`src/rtl/uart_rx_ctrl.sv`:
```
// UART receive sequencer: 2-flop rx synchronizer, oversampling tick generator,
// start/data/parity/stop FSM, one-entry holding register and sticky W1C flags.
module uart_rx_ctrl #(
    parameter int OVERSAMPLE = 16,
    parameter int DIV_W      = 16
) (
    input  logic             clk,
    input  logic             rst_n,
    input  logic             cfg_en_i,
    input  logic [DIV_W-1:0] cfg_div_i,
    input  logic             cfg_parity_en_i,
    input  logic             cfg_parity_odd_i,
    input  logic             rx_i,
    output logic [7:0]       frame_data_o,
    output logic             frame_perr_o,
    output logic             frame_valid_o,
    input  logic             frame_ready_i,
    input  logic [3:0]       irq_mask_i,
    input  logic [3:0]       irq_clr_i,
    output logic [3:0]       irq_flags_o,
    output logic             rx_irq_o,
    output logic             busy_o
);

    localparam int CNT_W = $clog2(OVERSAMPLE);
    localparam logic [CNT_W-1:0] HALF_M1 = CNT_W'(OVERSAMPLE / 2 - 1);
    localparam logic [CNT_W-1:0] FULL_M1 = CNT_W'(OVERSAMPLE - 1);

    typedef enum logic [2:0] {
        S_IDLE   = 3'd0,
        S_START  = 3'd1,
        S_DATA   = 3'd2,
        S_PARITY = 3'd3,
        S_STOP   = 3'd4,
        S_BREAK  = 3'd5
    } state_t;

    function automatic logic xor_reduce8(input logic [7:0] v);
        return ^v;
    endfunction

    state_t           state_q;
    logic [1:0]       sync_q;
    logic [DIV_W-1:0] divcnt_q;
    logic [CNT_W-1:0] scnt_q;
    logic [2:0]       bcnt_q;
    logic [7:0]       shift_q;
    logic             perr_q;
    logic [7:0]       frame_data_q;
    logic             frame_perr_q;
    logic             frame_valid_q;
    logic [3:0]       flags_q;

    logic             rx_s;
    logic             tick_s;
    logic             mid_s;
    logic             full_s;
    logic             accept_s;
    logic             stop_ok_s;
    logic             stop_bad_s;
    logic             commit_s;
    logic [3:0]       flag_set_s;

    assign rx_s = sync_q[1];

    // Sample-point decode, commit decision and flag-set vector
    always_comb begin
        tick_s     = (divcnt_q == cfg_div_i);
        mid_s      = tick_s && (scnt_q == HALF_M1);
        full_s     = tick_s && (scnt_q == FULL_M1);
        accept_s   = !frame_valid_q || frame_ready_i;
        stop_ok_s  = 1'b0;
        stop_bad_s = 1'b0;
        if (cfg_en_i && (state_q == S_STOP) && full_s) begin
            stop_ok_s  = rx_s;
            stop_bad_s = !rx_s;
        end else begin
            stop_ok_s  = 1'b0;
            stop_bad_s = 1'b0;
        end
        commit_s   = stop_ok_s && accept_s;
        flag_set_s = {stop_ok_s && !accept_s, stop_bad_s, commit_s && perr_q, commit_s};
    end

    // Two-flop synchronizer for the asynchronous rx line (idles high)
    always_ff @(posedge clk) begin
        if (!rst_n) begin
            sync_q <= 2'b11;
        end else begin
            sync_q <= {sync_q[0], rx_i};
        end
    end

    // Baud divider: only runs while a frame is in flight
    always_ff @(posedge clk) begin
        if (!rst_n) begin
            divcnt_q <= '0;
        end else if (!cfg_en_i || (state_q == S_IDLE) || tick_s) begin
            divcnt_q <= '0;
        end else begin
            divcnt_q <= divcnt_q + DIV_W'(1);
        end
    end

    // Receive FSM, holding register and sticky flags
    always_ff @(posedge clk) begin
        if (!rst_n) begin
            state_q       <= S_IDLE;
            scnt_q        <= '0;
            bcnt_q        <= 3'd0;
            shift_q       <= 8'd0;
            perr_q        <= 1'b0;
            frame_data_q  <= 8'd0;
            frame_perr_q  <= 1'b0;
            frame_valid_q <= 1'b0;
            flags_q       <= 4'd0;
        end else begin
            // New events win over a simultaneous clear
            flags_q <= (flags_q & ~irq_clr_i) | flag_set_s;

            if (commit_s) begin
                frame_data_q  <= shift_q;
                frame_perr_q  <= perr_q;
                frame_valid_q <= 1'b1;
            end else if (frame_valid_q && frame_ready_i) begin
                frame_valid_q <= 1'b0;
            end else begin
                frame_valid_q <= frame_valid_q;
            end

            if (!cfg_en_i) begin
                state_q <= S_IDLE;
                scnt_q  <= '0;
                bcnt_q  <= 3'd0;
            end else begin
                case (state_q)
                    S_IDLE: begin
                        if (!rx_s) begin
                            state_q <= S_START;
                            scnt_q  <= '0;
                        end
                    end
                    S_START: begin
                        if (mid_s) begin
                            // A start bit that is high again at mid-bit is a glitch
                            if (rx_s) begin
                                state_q <= S_IDLE;
                            end else begin
                                state_q <= S_DATA;
                                scnt_q  <= '0;
                                bcnt_q  <= 3'd0;
                                perr_q  <= 1'b0;
                            end
                        end else if (tick_s) begin
                            scnt_q <= scnt_q + CNT_W'(1);
                        end
                    end
                    S_DATA: begin
                        if (full_s) begin
                            shift_q[bcnt_q] <= rx_s;
                            scnt_q          <= '0;
                            if (bcnt_q == 3'd7) begin
                                state_q <= cfg_parity_en_i ? S_PARITY : S_STOP;
                            end else begin
                                bcnt_q <= bcnt_q + 3'd1;
                            end
                        end else if (tick_s) begin
                            scnt_q <= scnt_q + CNT_W'(1);
                        end
                    end
                    S_PARITY: begin
                        if (full_s) begin
                            perr_q  <= (xor_reduce8(shift_q) ^ rx_s) != cfg_parity_odd_i;
                            scnt_q  <= '0;
                            state_q <= S_STOP;
                        end else if (tick_s) begin
                            scnt_q <= scnt_q + CNT_W'(1);
                        end
                    end
                    S_STOP: begin
                        if (full_s) begin
                            scnt_q  <= '0;
                            state_q <= rx_s ? S_IDLE : S_BREAK;
                        end else if (tick_s) begin
                            scnt_q <= scnt_q + CNT_W'(1);
                        end
                    end
                    S_BREAK: begin
                        if (rx_s) begin
                            state_q <= S_IDLE;
                        end
                    end
                    default: begin
                        state_q <= S_IDLE;
                    end
                endcase
            end
        end
    end

    assign frame_data_o  = frame_data_q;
    assign frame_perr_o  = frame_perr_q;
    assign frame_valid_o = frame_valid_q;
    assign irq_flags_o   = flags_q;
    assign rx_irq_o      = |(flags_q & irq_mask_i);
    assign busy_o        = (state_q != S_IDLE);

endmodule

```
`config.mk`:
```
export PLATFORM = sky130hd
export DESIGN_NAME = uart_rx_ctrl
export DESIGN_NICKNAME = d
export VERILOG_FILES = /design/src/rtl/uart_rx_ctrl.sv
export SDC_FILE = /design/constraint.sdc
export NUM_CORES = 1
export LEC_CHECK = 0
export ABC_AREA = 0
export BUFFER_PORTS_ARGS = -buffer_cell sky130_fd_sc_hd__buf_2
export CORE_MARGIN = 1
export CORE_UTILIZATION = 60
export DETAILED_ROUTE_END_ITERATION = 8
export GPL_ROUTABILITY_DRIVEN = 0
export PLACE_DENSITY_LB_ADDON = 0.15
export REMOVE_ABC_BUFFERS = 1
export SLEW_MARGIN = 5
export SYNTH_ARGS = -nofsm -noshare
export SYNTH_HDL_FRONTEND = slang
export SYNTH_SLANG_ARGS = --single-unit
```
`constraint.sdc`:
```
create_clock -name clk -period 2.7 [get_ports clk]
set_input_delay 0.135 -clock clk [delete_from_list [all_inputs] [get_ports clk]]
set_output_delay 0.135 -clock clk [all_outputs]
set_load 0.005 [all_outputs]
```
==> results_dict.tcl <==
set metrics [dict create \
    grt_usage 0.242 \
    cts_buffers 5 \
    period_needed_ns 2.10 \
    placed_cells 408 \
    drc 0 \
    drt_iter0_markers 166 \
    path_depth 7 \
    worst_pin_slew_ns 0.631 \
    fp.dieW_um 69.0 \
    layout.cells.non_filler 416 \
    ys.flop_type "dfxtp_1" \
    cp_num_buf_inv 1 \
    hold_viol 0 \
    tns_ns 0 \
    worstHoldStart "rx_i" \
    wirelength_um 5200 \
    vias 2304 \
    stdcell_area_um2 3020 \
    cp-startpoint "divcnt_q[1]" \
    synth.area.mux_share 0.0484 \
    synth.largest_area_cell "dfxtp_1" \
    antenna_cells 0 \
    vdd_drop_max_mv 0.370 \
    p_leak_nw 1.22 \
    fin_util 0.728 \
    grt_overflow 0 \
    syn_area_um2 2690 \
    worstPathCellList "xnor2_1 -> nand4_1 -> nor4_4 -> buf_4 -> a21boi_0 -> nor3_2 -> mux2i_1" \
    syn_area_per_cell_um2 8.23 \
    antenna_found_initial 0 \
    ioPinCount 47 \
    relSlewSlack 0.578 \
    avgRoutedWirePerCell_um 12.5 \
    clk_latency_ns 0.30 \
    fin_crit_sh 0.778 \
    synth_compound_area_frac 0.0944 \
    fin_skew_ns 0.00836 \
    p_per_area_nw_per_um2 426 \
    total_power_mw 1.28 \
    die-area_um2 4760 \
    initial_core_util 0.649 \
    final.setup.worst_slack_ns 0.598 \
    clock_sinks 51 \
    detail-route-antenna-nets 0 \
    ys_seq_area_frac 0.380 \
    grt_pass1_wl_um 8670 \
    timing.final.setup_violations 0 \
    core_area_um2 4140 \
    critPathTopFamily "simple AND/OR/NAND/NOR gates" \
    async_flop_share 0 \
    synth_edf_count 0 \
    wl_met2_um 2360 \
    worstSetupPathType "flop to flop" \
    worst-endpoint-arrival_ns 2.33 \
    path_clk_slew_ns 0.09 \
    holdWs_ns 0.0135 \
    cts.path.max_buffers 2 \
    highest_layer "met4" \
    fmaxAchievable_mhz 476 \
    cts_setup_buffers 0 \
    post_cts_resized 0 \
    synth_top_family_by_area "simple AND/OR/NAND/NOR gates" \
    hold_depth 2 \
    firstDrtPassIters 5 \
    syn_to_final_growth_pct 12.1 \
    cts_tree "done" \
    fp.dieH_um 69.0 \
    pre_cts_ws_ns 0.612 \
    port_buffers 46 \
    regToRegStartpoint "divcnt_q[1]" \
    syn_inst 327 \
    cap_viol_max_count 0 \
    cts_root_buf "clkbuf_8" \
    synth_fa_ha_area_frac 0.0186 \
    vias_per_cell 5.54 \
    yosys.area_share.simple 0.287 \
    grt_max_degree 26 \
    cp_slowest_stage_delay_ns 0.35 \
    crit_path_top_delay_cell "nor3_2" \
    critPathMaxFanout 21 \
    htree_levels 2 \
    place_area_um2 2930 \
    hpwl_um 3810 \
    ys_top_cells_by_area "dfxtp_1 38%, xnor2_1 9.8%, nor2_1 5.6%, mux2i_1 4.8%, nand3_1 4.5%" \
    yosysUniqueCellTypes 46 \
    slew_viol_final 0 \
    met1_length_um 2550 \
    holdBufCountCts 0 \
    worst_hold_path_type "input port to flop" \
    status "complete, no violations" \
    r2r_cells 7 \
    yosysWarnings 0 \
    rsz0062_at_grt "false" \
    num_rows 23 \
    worstSetupEndpointType "flop" \
    finalNetCount 400 \
    start_kind "flop" \
    wl_met3_um 234 \
    synth-seq-cells 51 \
    drive_gt1_frac 0.180 \
    synth_xor_area_frac 0.127 \
    netlist.area_leader.share 0.380 \
    first_global_vias 1948 \
    required_ns 2.93 \
]
[cells by family (layout without fill, tap and decap cells)]
| family | after synthesis | after routing |
|---|---|---|
| AND/OR/NAND/NOR | 147 | 147 |
| multiplexers | 13 | 13 |
| adder cells (fa/ha/maj) | 4 | 4 |
| AO/OA/AOI/OAI | 44 | 44 |
| flip-flops | 51 | 51 |
| XOR/XNOR | 39 | 39 |
| buffers and inverters | 29 | 68 |
[cells in the mapped netlist (2+ instances only)]
library cell and n:
dfxtp_1 51, nor2_1 40, xnor2_1 30, nand2_1 27
nand3_1 24, o21ai_0 19, a21oi_1 13, mux2i_1 13
clkbuf_1 10, nand4_1 10, inv_1 9, xor2_1 9
nand2b_1 6, nor3_1 6, and3_1 5, buf_2 5
buf_1 4, ha_1 4, nor2b_1 4, and2_1 3
nor4b_1 3, or3_1 3, a211oi_1 2, a22oi_1 2
and4b_1 2, nand4b_1 2, or3b_2 2
[layout make-up]
| class | count | area [um2] |
|---|---|---|
| clock inverters | 3 | 15.0 |
| multi-input cells | 247 | 1550 |
| well taps | 50 | 62.6 |
| inverters | 9 | 33.8 |
| clock buffers | 5 | 68.8 |
| fillers | 351 | 1130 |
| flip-flops and latches | 51 | 1020 |
| repair buffers | 51 | 268 |
[where the power goes]
group	internal (mW)	total (mW)	switching, mW
clock network	0.178	0.417	0.239
registers	0.755	0.762	0.00717
logic	0.0489	0.105	0.0566
[registers in the layout, summed over array words and instances, names as in the netlist, 2 cells and up]
register and flops:
scnt_q 4, bcnt_q 3, irq_flags_o 4, sync_q 2, state_q 3, shift_q 8, frame_data_o 8, divcnt_q 16
[layout by cell type, fill, tap and decap left out, drive strengths merged, types with 3 or more instances in the layout]
cell type / netlist / layout
nand2b: 6 / 6
nand2: 28 / 28
inv: 9 / 9
nand4: 10 / 10
nor4b: 3 / 3
xor2: 9 / 9
buf: 10 / 51
mux2i: 13 / 13
nor3: 7 / 7
nand3: 24 / 24
ha: 4 / 4
and3: 5 / 5
o21ai: 19 / 19
and2: 3 / 3
clkbuf: 10 / 5
a21oi: 13 / 13
xnor2: 30 / 30
nor2b: 4 / 4
clkinv: 0 / 3
or3: 3 / 3
nor2: 40 / 40
dfxtp: 51 / 51
[worst paths after layout]
path / to / slack (ns)
worst max register to register: bcnt_q[1] / 0.60
worst min-delay path: sync_q[0] / 0.01
worst max-delay path: bcnt_q[1] / 0.60
worst min register to register: sync_q[1] / 0.41
[layer usage]
layer | vias to the layer above | GRT usage
li1 | 1200 | -
met1 | 1051 | 0.331
met2 | 47 | 0.385
met3 | 6 | 0.0510
met4 | 0 | 0.0612
met5 | - | 0
Note: power is estimated with default switching activity, not from simulation.
